$ cat src/rtl/spi_frame_rx_pkg.sv
// Shared types and constants for the SPI configuration-frame receiver.
//   spi_state_e  : receiver FSM states
//   synth_t      : packed image of the synth core configuration
//   status_byte  : first byte returned on MISO in every transaction
package spi_frame_rx_pkg;

    typedef enum logic [1:0] {
        IDLE    = 2'd0,
        RECV    = 2'd1,
        OVERRUN = 2'd2
    } spi_state_e;

    // Synth core configuration image (64 bytes).
    typedef struct packed {
        logic [15:0][15:0] osc_pitch;
        logic [15:0][7:0]  osc_level;
        logic [7:0][7:0]   env_rate;
        logic [7:0][7:0]   filt_cfg;
    } synth_t;

    localparam int unsigned SYNTH_FRAME_BYTES = $bits(synth_t) / 8;

    // Status byte: {err_long, err_short, frame_count[5:0]}.
    function automatic logic [7:0] status_byte(input logic       err_long,
                                               input logic       err_short,
                                               input logic [5:0] count);
        return {err_long, err_short, count};
    endfunction

endpackage

$ cat src/rtl/spi_frame_rx_if.sv
// SPI pins plus the committed-frame/status bus of spi_frame_rx.
//   slave  : receiver side (samples SPI pins, drives frame/status/miso)
//   master : host / consumer side
interface spi_frame_rx_if
    import spi_frame_rx_pkg::*;
#(
    parameter int unsigned FRAME_BYTES = SYNTH_FRAME_BYTES
);
    logic                     sclk;
    logic                     mosi;
    logic                     csel;
    logic                     miso;
    logic [FRAME_BYTES*8-1:0] frame;
    logic                     frame_valid;
    logic [7:0]               frame_count;
    logic                     err_short;
    logic                     err_long;
    logic                     err_clr;

    modport slave (
        input  sclk, mosi, csel, err_clr,
        output miso, frame, frame_valid, frame_count, err_short, err_long
    );

    modport master (
        output sclk, mosi, csel, err_clr,
        input  miso, frame, frame_valid, frame_count, err_short, err_long
    );
endinterface

$ cat src/rtl/spi_frame_rx_sync_edge.sv
// Multi-stage synchroniser with rise/fall strobes for one asynchronous pin.
//   clk, rst : system clock, async active-high reset
//   d        : asynchronous input pin
//   rise_c   : one-clk strobe, synchronised rising edge
//   fall_c   : one-clk strobe, synchronised falling edge
// Strobes stay masked after reset until the pipeline holds real samples and
// the pin has been seen at its idle level, so a pin parked non-idle across
// reset does not look like a fresh edge.
module spi_frame_rx_sync_edge
    import spi_frame_rx_pkg::*;
#(
    parameter int unsigned SYNC_STAGES = 2,
    parameter logic        IDLE_VAL    = 1'b0
) (
    input  logic clk,
    input  logic rst,
    input  logic d,
    output logic rise_c,
    output logic fall_c
);
    logic [SYNC_STAGES-1:0] sync_q, sync_d;
    logic                   dly_q, dly_d;
    logic [SYNC_STAGES:0]   prime_q, prime_d;
    logic                   armed_q, armed_d;
    logic                   level;

    assign level = sync_q[SYNC_STAGES-1];

    // Next-state for synchroniser, delay flop and arming.
    always_comb begin
        sync_d  = {sync_q[SYNC_STAGES-2:0], d};
        dly_d   = level;
        prime_d = {prime_q[SYNC_STAGES-1:0], 1'b1};
        armed_d = armed_q | (prime_q[SYNC_STAGES] & (level == IDLE_VAL));
    end

    always_ff @(posedge clk or posedge rst) begin
        if (rst) begin
            sync_q  <= {SYNC_STAGES{IDLE_VAL}};
            dly_q   <= IDLE_VAL;
            prime_q <= '0;
            armed_q <= 1'b0;
        end else begin
            sync_q  <= sync_d;
            dly_q   <= dly_d;
            prime_q <= prime_d;
            armed_q <= armed_d;
        end
    end

    assign rise_c = armed_q &  level & ~dly_q;
    assign fall_c = armed_q & ~level &  dly_q;
endmodule

$ cat src/rtl/spi_frame_rx.sv
// SPI slave receiving one fixed-length frame per chip-select assertion and
// committing it atomically to a wide register.
//   clk, rst : system clock (>= 8x sclk), async active-high reset
//   bus      : slave modport: sclk/mosi/csel/miso pins, frame, frame_valid,
//              frame_count, err_short, err_long, err_clr
// Stream byte i lands in frame[(FRAME_BYTES-1-i)*8 +: 8]. MISO returns the
// status byte followed by the received stream delayed by one byte.
module spi_frame_rx
    import spi_frame_rx_pkg::*;
#(
    parameter int unsigned FRAME_BYTES = SYNTH_FRAME_BYTES,
    parameter int unsigned LSB_FIRST   = 1,
    parameter int unsigned CPOL        = 0,
    parameter int unsigned CPHA        = 0,
    parameter int unsigned SYNC_STAGES = 2
) (
    input  logic            clk,
    input  logic            rst,
    spi_frame_rx_if.slave   bus
);
    localparam int unsigned FW          = FRAME_BYTES * 8;
    localparam int unsigned BCW         = $clog2(FRAME_BYTES + 1);
    localparam bit          SAMPLE_RISE = (CPOL == CPHA);

    spi_state_e             state_q, state_d;
    logic [2:0]             bit_cnt_q, bit_cnt_d;
    logic [BCW-1:0]         byte_cnt_q, byte_cnt_d;
    logic [7:0]             shift_q, shift_d;
    logic [7:0]             tx_q, tx_d;
    logic [FW-1:0]          shadow_q, shadow_d;
    logic [FW-1:0]          frame_q, frame_d;
    logic                   frame_valid_q, frame_valid_d;
    logic [7:0]             frame_count_q, frame_count_d;
    logic                   err_short_q, err_short_d;
    logic                   err_long_q, err_long_d;
    logic                   miso_q, miso_d;
    logic [SYNC_STAGES-1:0] mosi_sync_q;

    logic sclk_rise_c, sclk_fall_c, csel_rise_c, csel_fall_c;
    logic sample_c, shift_c, mosi_s, byte_full_c;
    logic [7:0] byte_c, status_c;
    logic [2:0] tx_idx_c;

    spi_frame_rx_sync_edge #(.SYNC_STAGES(SYNC_STAGES), .IDLE_VAL(1'(CPOL))) u_sclk_sync (
        .clk(clk), .rst(rst), .d(bus.sclk), .rise_c(sclk_rise_c), .fall_c(sclk_fall_c)
    );

    spi_frame_rx_sync_edge #(.SYNC_STAGES(SYNC_STAGES), .IDLE_VAL(1'b1)) u_csel_sync (
        .clk(clk), .rst(rst), .d(bus.csel), .rise_c(csel_rise_c), .fall_c(csel_fall_c)
    );

    assign mosi_s      = mosi_sync_q[SYNC_STAGES-1];
    assign sample_c    = SAMPLE_RISE ? sclk_rise_c : sclk_fall_c;
    assign shift_c     = SAMPLE_RISE ? sclk_fall_c : sclk_rise_c;
    assign byte_full_c = (byte_cnt_q == BCW'(FRAME_BYTES));
    assign byte_c      = (LSB_FIRST != 0) ? {mosi_s, shift_q[7:1]} : {shift_q[6:0], mosi_s};
    assign tx_idx_c    = (LSB_FIRST != 0) ? bit_cnt_q : 3'd7 - bit_cnt_q;
    assign status_c    = status_byte(err_long_q, err_short_q, frame_count_q[5:0]);

    // State register.
    always_ff @(posedge clk or posedge rst) begin
        if (rst) state_q <= IDLE;
        else     state_q <= state_d;
    end

    // Next state; a csel rise outranks a sample edge in the same clk.
    always_comb begin
        state_d = state_q;
        case (state_q)
            IDLE:    if (csel_fall_c) state_d = RECV;
            RECV: begin
                if (csel_rise_c)                  state_d = IDLE;
                else if (sample_c && byte_full_c) state_d = OVERRUN;
            end
            OVERRUN: if (csel_rise_c) state_d = IDLE;
            default: state_d = IDLE;
        endcase
    end

    // Datapath / outputs.
    always_comb begin
        bit_cnt_d     = bit_cnt_q;
        byte_cnt_d    = byte_cnt_q;
        shift_d       = shift_q;
        tx_d          = tx_q;
        shadow_d      = shadow_q;
        frame_d       = frame_q;
        frame_valid_d = 1'b0;
        frame_count_d = frame_count_q;
        err_short_d   = bus.err_clr ? 1'b0 : err_short_q;
        err_long_d    = bus.err_clr ? 1'b0 : err_long_q;
        miso_d        = miso_q;

        case (state_q)
            IDLE: begin
                if (csel_fall_c) begin
                    bit_cnt_d  = 3'd0;
                    byte_cnt_d = '0;
                    shift_d    = 8'd0;
                    tx_d       = status_c;
                    // In CPHA=0 the host samples before any shift edge.
                    if (CPHA == 0) miso_d = status_c[(LSB_FIRST != 0) ? 3'd0 : 3'd7];
                end
            end
            RECV: begin
                if (csel_rise_c) begin
                    if (byte_full_c && bit_cnt_q == 3'd0) begin
                        frame_d       = shadow_q;
                        frame_valid_d = 1'b1;
                        frame_count_d = frame_count_q + 8'd1;
                    end else begin
                        err_short_d = 1'b1;
                    end
                end else begin
                    if (sample_c) begin
                        if (byte_full_c) begin
                            err_long_d = 1'b1;
                        end else begin
                            shift_d   = byte_c;
                            bit_cnt_d = bit_cnt_q + 3'd1;
                            if (bit_cnt_q == 3'd7) begin
                                for (int unsigned i = 0; i < FRAME_BYTES; i++) begin
                                    if (byte_cnt_q == BCW'(i))
                                        shadow_d[(FRAME_BYTES-1-i)*8 +: 8] = byte_c;
                                end
                                byte_cnt_d = byte_cnt_q + BCW'(1);
                                tx_d       = byte_c;
                            end
                        end
                    end
                    if (shift_c) miso_d = tx_q[tx_idx_c];
                end
            end
            OVERRUN: begin
                if (!csel_rise_c && shift_c) miso_d = tx_q[tx_idx_c];
            end
            default: ;
        endcase
    end

    always_ff @(posedge clk or posedge rst) begin
        if (rst) begin
            mosi_sync_q   <= '0;
            bit_cnt_q     <= 3'd0;
            byte_cnt_q    <= '0;
            shift_q       <= 8'd0;
            tx_q          <= 8'd0;
            shadow_q      <= '0;
            frame_q       <= '0;
            frame_valid_q <= 1'b0;
            frame_count_q <= 8'd0;
            err_short_q   <= 1'b0;
            err_long_q    <= 1'b0;
            miso_q        <= 1'b0;
        end else begin
            mosi_sync_q   <= {mosi_sync_q[SYNC_STAGES-2:0], bus.mosi};
            bit_cnt_q     <= bit_cnt_d;
            byte_cnt_q    <= byte_cnt_d;
            shift_q       <= shift_d;
            tx_q          <= tx_d;
            shadow_q      <= shadow_d;
            frame_q       <= frame_d;
            frame_valid_q <= frame_valid_d;
            frame_count_q <= frame_count_d;
            err_short_q   <= err_short_d;
            err_long_q    <= err_long_d;
            miso_q        <= miso_d;
        end
    end

    assign bus.miso        = miso_q;
    assign bus.frame       = frame_q;
    assign bus.frame_valid = frame_valid_q;
    assign bus.frame_count = frame_count_q;
    assign bus.err_short   = err_short_q;
    assign bus.err_long    = err_long_q;
endmodule

$ cat src/flat_wrapper.sv
// flat-port wrapper written by rule: the top's interface ports become plain ports
module spi_frame_rx_flat import spi_frame_rx_pkg::*;
#(
    parameter int unsigned FRAME_BYTES = SYNTH_FRAME_BYTES,
    parameter int unsigned LSB_FIRST   = 1,
    parameter int unsigned CPOL        = 0,
    parameter int unsigned CPHA        = 0,
    parameter int unsigned SYNC_STAGES = 2
)
  (clk, rst, bus_sclk, bus_mosi, bus_csel, bus_err_clr, bus_miso, bus_frame, bus_frame_valid, bus_frame_count, bus_err_short, bus_err_long);
  spi_frame_rx_if #(.FRAME_BYTES(FRAME_BYTES)) bus_i ();
  input  logic clk;
  input  logic rst;
  input wire logic [$bits(bus_i.sclk)-1:0] bus_sclk;
  input wire logic [$bits(bus_i.mosi)-1:0] bus_mosi;
  input wire logic [$bits(bus_i.csel)-1:0] bus_csel;
  input wire logic [$bits(bus_i.err_clr)-1:0] bus_err_clr;
  output wire logic [$bits(bus_i.miso)-1:0] bus_miso;
  output wire logic [$bits(bus_i.frame)-1:0] bus_frame;
  output wire logic [$bits(bus_i.frame_valid)-1:0] bus_frame_valid;
  output wire logic [$bits(bus_i.frame_count)-1:0] bus_frame_count;
  output wire logic [$bits(bus_i.err_short)-1:0] bus_err_short;
  output wire logic [$bits(bus_i.err_long)-1:0] bus_err_long;
  assign bus_i.sclk = bus_sclk;
  assign bus_i.mosi = bus_mosi;
  assign bus_i.csel = bus_csel;
  assign bus_i.err_clr = bus_err_clr;
  assign bus_miso = bus_i.miso;
  assign bus_frame = bus_i.frame;
  assign bus_frame_valid = bus_i.frame_valid;
  assign bus_frame_count = bus_i.frame_count;
  assign bus_err_short = bus_i.err_short;
  assign bus_err_long = bus_i.err_long;
  spi_frame_rx #(.FRAME_BYTES(FRAME_BYTES), .LSB_FIRST(LSB_FIRST), .CPOL(CPOL), .CPHA(CPHA), .SYNC_STAGES(SYNC_STAGES)) u_core (.clk(clk), .rst(rst), .bus(bus_i));
endmodule
$ cat config.mk
export PLATFORM = sky130hd
export DESIGN_NAME = spi_frame_rx_flat
export DESIGN_NICKNAME = d
export VERILOG_FILES = /design/src/rtl/spi_frame_rx_pkg.sv /design/src/rtl/spi_frame_rx_if.sv /design/src/rtl/spi_frame_rx_sync_edge.sv /design/src/rtl/spi_frame_rx.sv /design/src/flat_wrapper.sv
export SDC_FILE = /design/constraint.sdc
export NUM_CORES = 2
export LEC_CHECK = 0
export BUFFER_PORTS_ARGS = -buffer_cell sky130_fd_sc_hd__clkbuf_2
export CORE_MARGIN = 2
export CORE_UTILIZATION = 56
export DETAILED_ROUTE_END_ITERATION = 8
export GPL_ROUTABILITY_DRIVEN = 1
export PLACE_DENSITY = 0.83
export SLEW_MARGIN = 20
export SYNTH_ARGS = -nofsm -noshare
export SYNTH_HDL_FRONTEND = slang
export SYNTH_HIERARCHICAL = 1
export SYNTH_SLANG_ARGS = --single-unit
$ cat constraint.sdc
create_clock -name clk -period 64.3 [get_ports clk]
set_input_delay 9.645 -clock clk [delete_from_list [all_inputs] [get_ports clk]]
set_output_delay 9.645 -clock clk [all_outputs]
set_load 0.01 [all_outputs]
==> results.json <==
{
  "cts_setup_buffers": 0,
  "num_io_pins": 530,
  "finalSetupTns_ns": 0,
  "slew_headroom_pct": 23.9,
  "h-tree-depth": 3,
  "syn-num-nets": 3597,
  "setup_viol": 0,
  "drtIter0Drc": 2699,
  "antenna_found_initial": 3,
  "finalMaxSlewViolations": 0,
  "tritoncts_num_sinks": 1079,
  "reg2reg_slack_ns": 58.99,
  "end_kind": "async pin",
  "clockRootBuffer": "clkbuf_16",
  "synth_ff_type": "dfrtp_1",
  "ys_seq_elements": 1079,
  "gp_congestion": 0.819,
  "period_needed_ns": 13.09,
  "fmax_mhz": 76.4,
  "cp.required_ns": 64.95,
  "holdBufCountCts": 0,
  "routedWlPerCell_um": 21.2,
  "grt_use_total_pct": 28.3,
  "firstDrtPassIters": 7,
  "synth_top_area_share_pct": 64.7,
  "cts_tree": "yes",
  "gr-total-overflow": 0,
  "cts.clk_slew.worst_paths_ns": 0.06,
  "crit_type": "in -> async",
  "synth_area_leaders": "dfrtp_1, nand2_1, mux2_2",
  "dp_hpwl_um": 66300,
  "postCtsResizedCells": 0,
  "ctsLongestPathBuffers": 3,
  "yosysTopAreaCell": "dfrtp_1",
  "power_density_mw_per_mm2": 29.2,
  "drc": 0,
  "die-height_um": 277,
  "wirelength_um": 108000,
  "path_max_fanout": 188,
  "hold_class": "reg -> reg",
  "vias": 28300,
  "grt_pass1_wl_um": 168000,
  "io_buffers": 529,
  "grt_pass1_vias": 28900,
  "synth_edf_count": 0,
  "nets": 4075,
  "clk-insertion-delay-late_ns": 0.66,
  "async_flop_share_pct": 100,
  "rsz0062_at_grt": "no",
  "die_w_um": 277,
  "finClkSkew_ns": 0.0252,
  "holdWs_ns": 0.348,
  "synth_warnings": 6,
  "synth_cells": 3579,
  "worst_pin_slew_ns": 1.14,
  "worstPathArrival_ns": 13.74,
  "fin_crit_sh_pct": 20.4,
  "p_leak_nw": 27.0,
  "initial_utilization_pct": 56.8,
  "synth_seq_area_share_pct": 64.8,
  "fp.coreArea_sq_mm": 0.0733,
  "max-vdd-ir-drop_mv": 0.0184,
  "numCtsBuffers": 107,
  "hold_viol_final": 0,
  "syn2layout_area_growth_pct": 16.3,
  "rows": 99,
  "drt.antenna.violating_nets": 0,
  "max_cap_violations": 0,
  "layout-drive-gt1-share_pct": 32.2,
  "die_area_sq_mm": 0.0766,
  "mappedNetlistArea_sq_mm": 0.0416,
  "startpoint_type": "input port",
  "status": "finished clean",
  "vias_per_cell": 5.54,
  "grt_max_degree": 213,
  "ys_types": 57,
  "utilization_pct": 66.0,
  "avgSynthCellArea_sq_um": 11.6
}
layer usage:
| metal | global-route usage, % | routed length, um | vias up |
|---|---|---|---|
| met1 | 36.5 | 43100 | 14500 |
| met4 | 14.9 | 5540 | 2 |
| li1 | - | - | 12400 |
| met3 | 4.88 | 6300 | 311 |
| met5 | 0 | 13 | - |
| met2 | 46.2 | 53400 | 1083 |
synth_stat cells, drive strengths merged (3+ instances only):
master     n
nand4      6
dfrtp   1076
a221o      7
nor3      11
dfstp      3
a31oi      9
buf      117
nand2b     8
and3       4
mux2i      5
a21oi      5
o21ai      9
ha        12
inv       16
nor2b      5
nor2      78
xnor2      7
nor3b      4
clkbuf    75
nand2   1565
mux2     515
nand3      8
flip-flops by register name (all words and copies together), names as in the netlist, 2 cells and up:
signal,flops
u_core/u_sclk_sync/sync_q,2
u_core/u_csel_sync/prime_q,3
u_core/u_csel_sync/sync_q,2
u_core/byte_cnt_q,7
u_core/bus.frame_count,8
u_core/state_q,2
u_core/shift_q,7
u_core/bus.frame,512
u_core/bit_cnt_q,3
u_core/u_sclk_sync/prime_q,3
u_core/tx_q,8
u_core/shadow_q,512
u_core/mosi_sync_q,2
final cells by class:
class | count | area (sq um)
inverter | 16 | 67.6
multi-input combinational | 2292 | 13400
fill | 5115 | 24900
tap | 959 | 1200
clock inverter | 47 | 666
sequential | 1079 | 27000
timing repair buffer | 561 | 2960
antenna | 2 | 5.00
clock buffer | 151 | 3130
per-stage QoR:
step | std cells | cell area, sq um | setup WS (ns) | power [mW]
floorplan | 3579 | 41600 | 24.68 | 0.739
detailed placement | 4906 | 44600 | 49.92 | 0.764
global route | 5106 | 48400 | 50.57 | 1.46
finish | 5107 | 48400 | 51.21 | 1.41
CTS | 5104 | 48400 | 50.63 | 1.42
global placement | 4906 | 44600 | 49.98 | 0.763
power breakdown:
group          internal [mW]  leakage (nW)  total [mW]  switching (mW)
registers              0.683          15.0       0.698          0.0145
logic                 0.0114          10.1      0.0547          0.0433
clock network          0.397          1.87       0.662           0.265
final timing paths:
path,startpoint,to,depth (start not counted)
hold / removal,u_core/u_csel_sync/prime_q[0]$_DFF_PP0_,u_core/u_csel_sync/prime_q[1]$_DFF_PP0_,0
min in group asynchronous,rst,u_core/u_sclk_sync/prime_q[1]$_DFF_PP0_,2
hold reg to reg,u_core/u_csel_sync/prime_q[0]$_DFF_PP0_,u_core/u_csel_sync/prime_q[1]$_DFF_PP0_,0
max in group clk,u_core/bus.frame_count[0]$_DFFE_PP0P_,bus_frame_count[0],1
setup reg to reg,u_core/state_q[1]$_DFFE_PP0P_,u_core/bus.frame[69]$_DFFE_PP0P_,9
setup / recovery,rst,u_core/bus.frame[172]$_DFFE_PP0P_,6
logic make-up (layout without fill, tap and decap cells):
kind of cell | after synthesis | in the layout | share of synthesized area, %
other | 2 | 4 | 0.0180
buffers and inverters | 208 | 775 | 3.06
flip-flops | 1079 | 1079 | 64.8
AND/OR/NAND/NOR | 1704 | 1704 | 16.6
adder cells (fa/ha/maj) | 12 | 12 | 0.361
XOR/XNOR | 7 | 7 | 0.147
multiplexers | 522 | 522 | 14.2
AO/OA/AOI/OAI | 45 | 45 | 0.772
critical path, stage by stage:
cell      delay, ns
clkbuf_2       0.14
inv_8          0.55
buf_12         0.68
buf_6          0.72
buf_6          0.67
buf_4          0.81
placed cells by master, fill, tap and decap left out, types with 12 or more instances in the layout:
cell type	n
inv_1	15
mux2_1	13
buf_4	23
clkbuf_16	108
nor2_2	27
nand2_1	1565
clkbuf_2	529
mux2_2	502
clkbuf_8	27
dfrtp_1	1068
clkinv_2	19
nor2_1	15
ha_1	12
bufinv_16	14
nor2_4	36
clkbuf_1	16
No activity file was read; power rests on OpenSTA's default activity.
